[src/rtl/speed_tick_gen.sv]
// Periodic tick generator with selectable speed levels: period halves per level.
// Direct mode jumps straight to the requested level; ramp mode steps one level per tick.
module speed_tick_gen #(
    parameter int SEL_W       = 2,
    parameter int CNT_W       = 26,
    parameter int BASE_PERIOD = 50_000_000,
    parameter int RAMP_EN     = 0
) (
    input  logic             CLOCK_50,
    input  logic             resetn,
    input  logic [SEL_W-1:0] SW,
    input  logic             pause,
    output logic [SEL_W-1:0] speed,
    output logic             tick,
    output logic [CNT_W-1:0] count
);

    localparam int N = 2 ** SEL_W;

    logic [SEL_W-1:0] sync_meta;
    logic [SEL_W-1:0] req;
    logic [CNT_W-1:0] last_count [N];
    logic [SEL_W-1:0] speed_next;
    logic             wrap;

    // Terminal count per level, P(L)-1, fixed at elaboration time.
    for (genvar gi = 0; gi < N; gi++) begin : g_period
        localparam logic [CNT_W-1:0] PERIOD = CNT_W'(BASE_PERIOD >> gi);
        assign last_count[gi] = PERIOD - CNT_W'(1);
    end

    always_comb begin
        wrap       = 1'b0;
        speed_next = speed;
        if (RAMP_EN == 0) begin
            // Judging against the requested level cuts a long interval short when speeding up.
            wrap       = (count >= last_count[req]);
            speed_next = req;
        end else begin
            wrap = (count == last_count[speed]);
            if (wrap) begin
                if (req > speed)
                    speed_next = speed + 1'b1;
                else if (req < speed)
                    speed_next = speed - 1'b1;
            end
        end
    end

    always_ff @(posedge CLOCK_50 or negedge resetn) begin
        if (!resetn) begin
            sync_meta <= '0;
            req       <= '0;
            speed     <= '0;
            tick      <= 1'b0;
            count     <= '0;
        end else begin
            sync_meta <= SW;
            req       <= sync_meta;
            if (pause) begin
                tick <= 1'b0;
            end else begin
                speed <= speed_next;
                tick  <= wrap;
                count <= wrap ? '0 : count + 1'b1;
            end
        end
    end

endmodule

[config.mk]
export PLATFORM = sky130hd
export DESIGN_NAME = speed_tick_gen
export DESIGN_NICKNAME = d
export VERILOG_FILES = /design/src/rtl/speed_tick_gen.sv
export SDC_FILE = /design/constraint.sdc
export NUM_CORES = 1
export LEC_CHECK = 0
export ABC_AREA = 1
export CAP_MARGIN = 10
export CORE_ASPECT_RATIO = 0.6
export CORE_MARGIN = 10
export CORE_UTILIZATION = 50
export CTS_CLUSTER_DIAMETER = 150
export CTS_CLUSTER_SIZE = 30
export DETAILED_ROUTE_END_ITERATION = 6
export PLACE_DENSITY = 0.82
export SKIP_CTS_REPAIR_TIMING = 1
export SLEW_MARGIN = 20
export SYNTH_ARGS = -nofsm -noshare
export SYNTH_HDL_FRONTEND = slang
export SYNTH_SLANG_ARGS = --single-unit
[constraint.sdc]
create_clock -name CLOCK_50 -period 1.75 [get_ports CLOCK_50]
set_input_delay 0.35 -clock CLOCK_50 [delete_from_list [all_inputs] [get_ports CLOCK_50]]
set_output_delay 0.35 -clock CLOCK_50 [all_outputs]
set_load 0.01 [all_outputs]
### Word-level counts from Yosys, hierarchy flattened

Index checks and enable logic that the tools add are counted.

* bits of input ports: 5
* bits in registers: 33
* word-level logic and storage cells: 14

* order comparisons: 2
* bitwise gates (word level): 1
* mux-type cells: 5
* add/subtract/negate cells: 1

Operator list (count)
* $mux 26: 3
* $bmux 26 s2: 1
* $add 26x1->26 const B: 1
* $ge 26x26->1: 1
* $ge 3x3->1 const B: 1
* $not 2->3: 1
* $mux 1: 1

### Depth between registers and ports, before layout

Gate-level depths: netlist of run 1.

* word-level depth: 6
* gate-level depth with buffers: 15
* depth with buffers taken out: 14

### Least setup slack after synthesis of run 1

No wires, ideal clock.

* path type: flip-flop to flip-flop
* start point: register req[0]
* end point: register count[10]
* period minus slack after synthesis: 1.918 ns
* arrival: 1.791 ns
* path slack: -0.168 ns
* library setup time: 0.127 ns
* cell stages (with the launch flop): 14
* buffers on the path: 2
* cell sequence: dfrtp_1 buf_6 inv_4 nor2_1 inv_1 ha_1 nand2_1 nor3_4 nand2_2 nor2_1 nand2_1 nand3_4 buf_12 a21oi_2

* longest elaborated chain between the ends: 6

Ends and longest elaborated chain
* from (decl): line 21 `logic [SEL_W-1:0] req;`
* from (signal assigned): line 59 `req <= sync_meta;`
* $not 2->3 (not written as such): line 37 `wrap = (count >= last_count[req]);`
* $bmux 26 s2: line 37
* $mux 26 (not written as such) (2 in series): line 37
* $ge 26x26->1: line 37
* $mux 26: line 65 `count <= wrap ? '0 : count + 1'b1;`
* to (signal assigned): line 65
* to (decl): line 15 `output logic [CNT_W-1:0] count`

Every way passes these cells. The select of a mux whose other input is x is not followed.
A chain may end at the register's enable or synchronous reset.

### Worst setup path in the final report of run 1

* start point: register req[0]
* end point: register count[18]

The elaborated chain is that of the path after synthesis.

==> qor.yml, run 1 <==
status: "finished, violations left"
violations: "setup timing"
fin_ws_ns: -0.425
yosys-top-cells-area: "dfrtp_1, nand2_1, a21oi_2"
start_kind: "register"
cap_violations: 0
finalCriticalPeriod_ns: 2.17
drt-pass1-iter-count: 5
sw_frac_of_total: 0.397
drv_slew: 0
total_power_mw: 3.33
instances_no_fill: 455
globalplace.congestion: 1.02
grt_max_degree: 34
syn_nets: 331
crit_required_ns: 1.93
syn_area_per_cell_sq_um: 7.78
antenna_found_initial: 0
synth-compound-area-share: 0.112
row_count: 19
crit_chain: "inv_4 -> nor2_4 -> inv_2 -> ha_4 -> nand2_4 -> nor3_4 -> nand2_2 -> nor2_2 -> nand2_2 -> nand3_4 -> clkbuf_16 -> a21oi_2"
die_area_sq_um: 8130
clk_pin_slew_worst_paths_ns: 0.07
wl_per_cell_microns: 17.1
track_usage: 0.184
path_class: "register to register"
numCtsBuffers: 5
crit_top_cell: "nand2_2"
setup_viol_count_final: 27
drc_errors: 0
synth.top_cell.area_share: 0.340
yosys_register_bits: 33
fin_skew_ns: 0.00908
p_leak_nw: 1.71
hold_path_class: "register to register"
p_int_mw: 2.01
die_h_microns: 74.0
peakVddDrop_uv: 798
pwr-share-comb: 0.465
synth.distinct_cells: 31
post-place-ws_ns: -0.307
grt_pass1_vias: 2227
syn_inst: 312
drt_iter0_drc: 250
power.switching_mw: 1.32
grt_pass1_wl_microns: 11600
numPortBuffers: 33
yosysTopAreaCell: "dfrtp_1"
arrival_ns: 2.35
cts_tree: "yes"
setup.worst_path.end_class: "register"
synth_mux_area_frac: 0
cts_buffer_depth: 2
yosysWarnings: 0
grt_overflow: 0
clk_latency_ns: 0.29
cpMaxStageDelayCell: "dfrtp_2"
clkPwrFrac: 0.193
tightest_slew_ns: 0.353
setup_tns_ns: -10.40
cp_max_fo: 8
nNetsFinal: 410
initial_core_util: 0.524
max_freq_mhz: 460
vias_per_cell: 5.38
hold_slack_ns: 0.412
ant_nets: 0
rsz0062_at_grt: "true"
ios: 34
layout_commonest_cell: "nand2_1"
yosys.area_share.simple: 0.337
max_stage_delay_ns: 0.46
final_cell_mix: "nand2_1, buf_4, inv_1"
dp.cells: 440
fin_crit_sh: 1.24
h-tree-depth: 2
syn_to_final_growth_pct: 40.3
p_seq_frac: 0.342
routed_wl_microns: 7770
core_area_sq_um: 4640
slew-limit-headroom: 0.763
place_hpwl_microns: 5730
power_density_nw_per_um2: 978
synthAdderAreaFrac: 0.0722
die_w_microns: 110
hold_viol_final: 0
clockRootBuffer: "clkbuf_8"
layout-drive-gt1-share: 0.347
clock_sinks: 33
num_vias: 2446
synth-xor-area-share: 0.0361
yosysSeqAreaShare: 0.340
synth_top_family_by_area: "simple AND/OR/NAND/NOR gates"
antenna_cells: 0
syn_area_sq_um: 2430
[synthesized netlist by cell type]
cell and number:
nand4_1 11, a21oi_2 21, xor2_1 6, ha_1 14
nand3_2 2, buf_12 2, inv_1 40, o21ai_2 1
o21ai_1 1, a21oi_1 5, nand2_1 78, nand4_2 1
dfrtp_1 33, buf_4 2, inv_2 3, nor2_2 4
a21boi_0 1, nor2_4 5, inv_4 1, nor2_1 25
nor3_1 8, nand3_1 20, nor3_2 3, nand3_4 1
nand2_2 7, nor3_4 1, o21bai_1 1, o21ai_0 7
buf_6 1, xnor2_1 4, buf_2 3
[path summary, 6_finish.rpt]
kind / start / endpoint / slack, ns / depth (start not counted)
max: req[0] / count[18] / -0.42 / 12
min: sync_meta[1] / req[1] / 0.41 / 0
max reg2reg: req[0] / count[18] / -0.42 / 12
min reg2reg: sync_meta[1] / req[1] / 0.41 / 0
max in group asynchronous: resetn / count[15] / 1.13 / 2
min in group asynchronous: resetn / tick / 0.42 / 2
[power groups by stage]
stage	clock, mW	sequential, mW	combinational [mW]
after floorplan	0	1.20	0.620
after global placement	0	1.12	1.40
after detailed placement	0	1.13	1.44
after CTS	0.644	1.12	1.45
after global routing	0.689	1.16	1.67
final	0.643	1.14	1.55
[flip-flops by register name, indices dropped and copies added (netlist names)]
signal	count
count	26
speed	2
req	2
sync_meta	2
tick	1
[metrics by stage]
stage	utilization	cell area (sq um)
after floorplan	-	2440
after global placement	0.671	3110
after detailed placement	0.671	3110
after CTS	0.693	3210
after global routing	0.734	3400
final	0.734	3400
[metal layers]
metal  wire, microns  part of all wire  vias to the layer above  global-route usage
met5               0                 0                        -                   0
met4              51            0.0066                        0              0.0345
met3             889              0.11                        7              0.0475
met2            3470              0.45                      113               0.261
met1            3360              0.43                     1166               0.273
li1                -                 -                     1160                   -
[cell type report]
type / count / area [sq um]
clock buffers: 7 / 96.3
well taps: 63 / 78.8
clock inverters: 1 / 5.00
multi-input cells: 227 / 1460
inverters: 44 / 168
fillers: 348 / 1230
flip-flops and latches: 33 / 836
repair buffers: 80 / 764
[logic make-up (layout without fill, tap and decap cells)]
kind of cell    Yosys count  after routing
flops                    33             33
simple gates            166            166
buf+inv                  52            132
xor+xnor                 10             10
compound gates           37             37
fa+ha+maj                14             14
[worst max-delay path, delay by kind of cell, from the launching register on]
family | cells | cell delay, ns
simple gates | 7 | 0.95
fa+ha+maj | 1 | 0.27
compound gates | 1 | 0.05
flops | 1 | 0.46
buf+inv | 3 | 0.33
No activity file was read; power rests on OpenSTA's default activity.
==> inputs of run 2 (changes only) <==
--- a/config.mk
+++ b/config.mk
@@ -13,7 +13,7 @@
 export CTS_CLUSTER_DIAMETER = 150
 export CTS_CLUSTER_SIZE = 30
 export DETAILED_ROUTE_END_ITERATION = 6
-export PLACE_DENSITY = 0.82
+export PLACE_DENSITY = 0.77
 export SKIP_CTS_REPAIR_TIMING = 1
 export SLEW_MARGIN = 20
 export SYNTH_ARGS = -nofsm -noshare
==> qor.yml, run 2 (synthesis gave the netlist of run 1 again) <==
post-place-ws_ns: -0.344
grt_pass1_wl_microns: 11400
place_hpwl_microns: 5650
setup.worst_path.end_class: "register"
max_freq_mhz: 488
slew-limit-headroom: 0.706
worst-r2r-setup-slack_ns: -0.30
arrival_ns: 2.21
fillers: 336
regMostFlops: "count"
grt_pass1_vias: 2250
hold_path_class: "register to register"
die_h_microns: 74.0
peakVddDrop_uv: 543
globalplace.congestion: 0.990
numCtsBuffers: 5
drt_iter0_drc: 307
setup_tns_ns: -7.25
largest_reg_flops: 26
nNetsFinal: 410
row_count: 19
power_density_nw_per_um2: 959
total_power_mw: 3.35
path_class: "register to register"
setup_viol_count_final: 27
routed_wl_microns: 7650
drc_errors: 0
finalCriticalPeriod_ns: 2.05
drt-pass1-iter-count: 4
violations: "setup timing"
ios: 34
critPathBufInv: 3
layout_commonest_cell: "nand2_1"
grt_max_degree: 34
hold_viol_final: 0
num_vias: 2471
p_leak_nw: 1.70
cts_buffer_depth: 2
status: "finished, violations left"
rsz0062_at_grt: "true"
final_cell_mix: "nand2_1, buf_4, inv_1"
core_area_sq_um: 4640
ant_nets: 0
die_w_microns: 110
layout-drive-gt1-share: 0.365
clockRootBuffer: "clkbuf_8"
max_stage_delay_ns: 0.45
antenna_cells: 0
clk_pin_slew_worst_paths_ns: 0.07
holdPathStages: 0
die_area_sq_um: 8130
initial_core_util: 0.524
cts_tree: "yes"
vias_per_cell: 5.43
fin_skew_ns: 0.00362
fin_ws_ns: -0.301
grt_overflow: 0
crit_cells: 12
numPortBuffers: 33
cpMaxStageDelayCell: "dfrtp_2"
drv_slew: 0
path_delay_family: "simple AND/OR/NAND/NOR gates"
cp_max_fo: 8
syn_to_final_growth_pct: 44.1
cap_violations: 0
crit_required_ns: 1.91
r2r_cells: 12
fin_crit_sh: 1.17
antenna_found_initial: 0
wl_per_cell_microns: 16.8
track_usage: 0.180
clk_latency_ns: 0.28
start_kind: "register"
tightest_slew_ns: 0.441
crit_chain: "buf_6 -> nand2_4 -> inv_4 -> ha_1 -> nand2_1 -> a21oi_2 -> nand3_2 -> nor2_2 -> nand2_2 -> nand3_4 -> buf_12 -> a21oi_4"
clock_sinks: 33
h-tree-depth: 2
## run 2: cell count changes in the layout (fill, tap and decap cells not counted), sizes merged
cell / previous run / this run
buf: 46 / 47
clkbuf: 8 / 7
## run 2: worst register-to-register path: cells and delay by family (launching register included)
| family | cells | cell delay (ns) |
|---|---|---|
| flops | 1 | 0.45 |
| fa+ha+maj | 1 | 0.27 |
| simple gates | 6 | 0.62 |
| buf+inv | 3 | 0.36 |
| compound gates | 2 | 0.24 |
## run 2: where the power goes
group	internal, mW	leakage, nW	switching, mW	total, mW
registers	0.926	0.418	0.238	1.16
clock network	0.356	0.0542	0.290	0.646
logic	0.742	1.23	0.802	1.54
total	2.02	1.70	1.33	3.35
## run 2: path summary, 6_finish.rpt
kind,start,endpoint
setup / recovery,req[0],count[14]
hold / removal,sync_meta[1],req[1]
min in group asynchronous,resetn,count[2]
max in group asynchronous,resetn,req[0]
hold reg to reg,sync_meta[1],req[1]
setup reg to reg,req[0],count[14]
## run 2: through the flow
| stage | util | hold WS [ns] | cells | instance area (sq um) |
|---|---|---|---|---|
| 3_3_place_gp | 0.669 | 0.334 | 442 | 3100 |
| 3_5_place_dp | 0.669 | 0.342 | 442 | 3100 |
| 5_1_grt | 0.755 | 0.380 | 455 | 3500 |
| 4_1_cts | 0.690 | 0.358 | 450 | 3200 |
| 6_report | 0.755 | 0.356 | 455 | 3500 |
| 2_1_floorplan | - | 0.0544 | 312 | 2440 |
## run 2: routing by layer
metal  GRT usage  vias to the layer above  routed length, microns
met2       0.260                      132                    3440
met3      0.0578                        2                     948
met5           0                        -                       0
met1       0.259                     1175                    3260
met4      0.0259                        0                       6
li1            -                     1162                       -
## run 2: cell type report
type	count	area, sq um	share of cell area
clock inverter	1	5.00	0.00143
clock buffer	7	96.3	0.0275
multi-input combinational	227	1550	0.444
timing repair buffer	80	753	0.215
tap	63	78.8	0.0225
inverter	44	173	0.0494
sequential	33	838	0.240
==> inputs of run 3 (changes only) <==
--- a/config.mk
+++ b/config.mk
@@ -9,11 +9,11 @@
 export CAP_MARGIN = 10
 export CORE_ASPECT_RATIO = 0.6
 export CORE_MARGIN = 10
-export CORE_UTILIZATION = 50
+export CORE_UTILIZATION = 45
 export CTS_CLUSTER_DIAMETER = 150
 export CTS_CLUSTER_SIZE = 30
 export DETAILED_ROUTE_END_ITERATION = 6
-export PLACE_DENSITY = 0.77
+export PLACE_DENSITY = 0.7
 export SKIP_CTS_REPAIR_TIMING = 1
 export SLEW_MARGIN = 20
 export SYNTH_ARGS = -nofsm -noshare
==> qor.yml, run 3 (synthesis gave the netlist of run 1 again) <==
status: "finished, violations left"
violations: "setup timing"
setup_viol_count_final: 27
largest_reg_flops: 26
cts_buffer_depth: 2
power_density_nw_per_um2: 971
tightest_slew_ns: 0.438
die_w_microns: 115
peakVddDrop_uv: 504
vias_per_cell: 5.18
fillers: 457
cap_violations: 0
row_count: 20
numPortBuffers: 33
antenna_cells: 0
wl_per_cell_microns: 16.2
place_hpwl_microns: 5810
initial_core_util: 0.473
num_vias: 2345
hold_path_class: "primary input to async pin"
crit_required_ns: 1.92
finalCriticalPeriod_ns: 2.05
hold_viol_final: 0
max_freq_mhz: 488
regMostFlops: "count"
final_cell_mix: "nand2_1, buf_4, inv_1"
globalplace.congestion: 0.888
layout_commonest_cell: "nand2_1"
ios: 34
grt_pass1_wl_microns: 11600
clk_pin_slew_worst_paths_ns: 0.07
nNetsFinal: 406
numCtsBuffers: 5
drt_iter0_drc: 205
grt_overflow: 0
start_kind: "register"
syn_to_final_growth_pct: 37.0
fin_skew_ns: 0.00893
setup_tns_ns: -7.11
post-place-ws_ns: -0.312
track_usage: 0.164
cts_tree: "yes"
placed_cell_area_sq_um: 3090
fin_crit_sh: 1.17
clock_sinks: 33
worst-r2r-setup-slack_ns: -0.30
h-tree-depth: 2
clk_latency_ns: 0.29
drt-pass1-iter-count: 5
setup.worst_path.end_class: "register"
p_leak_nw: 1.63
path_class: "register to register"
arrival_ns: 2.22
drv_slew: 0
drc_errors: 0
clockRootBuffer: "clkbuf_8"
core_area_sq_um: 5130
die_h_microns: 76.9
final_area_sq_um: 3320
routed_wl_microns: 7330
antenna_found_initial: 1
fin_ws_ns: -0.298
grt_max_degree: 34
cp_max_fo: 8
die_area_sq_um: 8830
ant_nets: 0
layout-drive-gt1-share: 0.328
grt_pass1_vias: 2205
rsz0062_at_grt: "true"
slew-limit-headroom: 0.708
## run 3: where the power goes
part	switching [mW]	internal (mW)	leakage (nW)
registers	0.194	0.922	0.424
logic	0.798	0.724	1.16
clock network	0.277	0.312	0.0443
total	1.27	1.96	1.63
## run 3: per-stage QoR
| step | hold WS [ns] | instances | utilization | total power [mW] |
|---|---|---|---|---|
| 6_report | 0.457 | 453 | 0.648 | 3.23 |
| 5_1_grt | 0.452 | 453 | 0.648 | 3.43 |
| 4_1_cts | 0.432 | 450 | 0.619 | 3.15 |
| 3_5_place_dp | 0.415 | 443 | 0.602 | 2.56 |
| 3_3_place_gp | 0.412 | 443 | 0.602 | 2.54 |
| 2_1_floorplan | 0.0544 | 312 | - | 1.82 |
## run 3: layout make-up
| class | instances | area, sq um | share of cell area |
|---|---|---|---|
| Tap cell | 66 | 82.6 | 0.0248 |
| Timing Repair Buffer | 76 | 702 | 0.211 |
| Inverter | 44 | 170 | 0.0512 |
| Multi-Input combinational cell | 227 | 1450 | 0.436 |
| Clock buffer | 7 | 86.3 | 0.0260 |
| Sequential cell | 33 | 833 | 0.251 |
## run 3: metal layers
layer | share of wire | track usage
met1 | 0.50 | 0.256
met5 | 0 | 0
met4 | 0.0098 | 0.0369
met2 | 0.41 | 0.211
met3 | 0.081 | 0.0451
## run 3: path summary, 6_finish.rpt
path,cells after the start,from,to
max,12,req[0],count[15]
min,2,resetn,count[2]
max reg2reg,12,req[0],count[15]
min reg2reg,0,sync_meta[1],req[1]
max in group asynchronous,2,resetn,req[0]
min in group CLOCK_50,0,sync_meta[1],req[1]
## run 3: critical path, stage by stage (launching register included)
cell	delay, ns
dfrtp_2	0.47
inv_4	0.07
nor2_4	0.13
inv_2	0.05
ha_4	0.26
nand2_4	0.05
nor3_4	0.22
nand2_2	0.10
nor2_4	0.12
nand2_2	0.06
nand3_4	0.15
clkbuf_16	0.19
a21oi_2	0.05
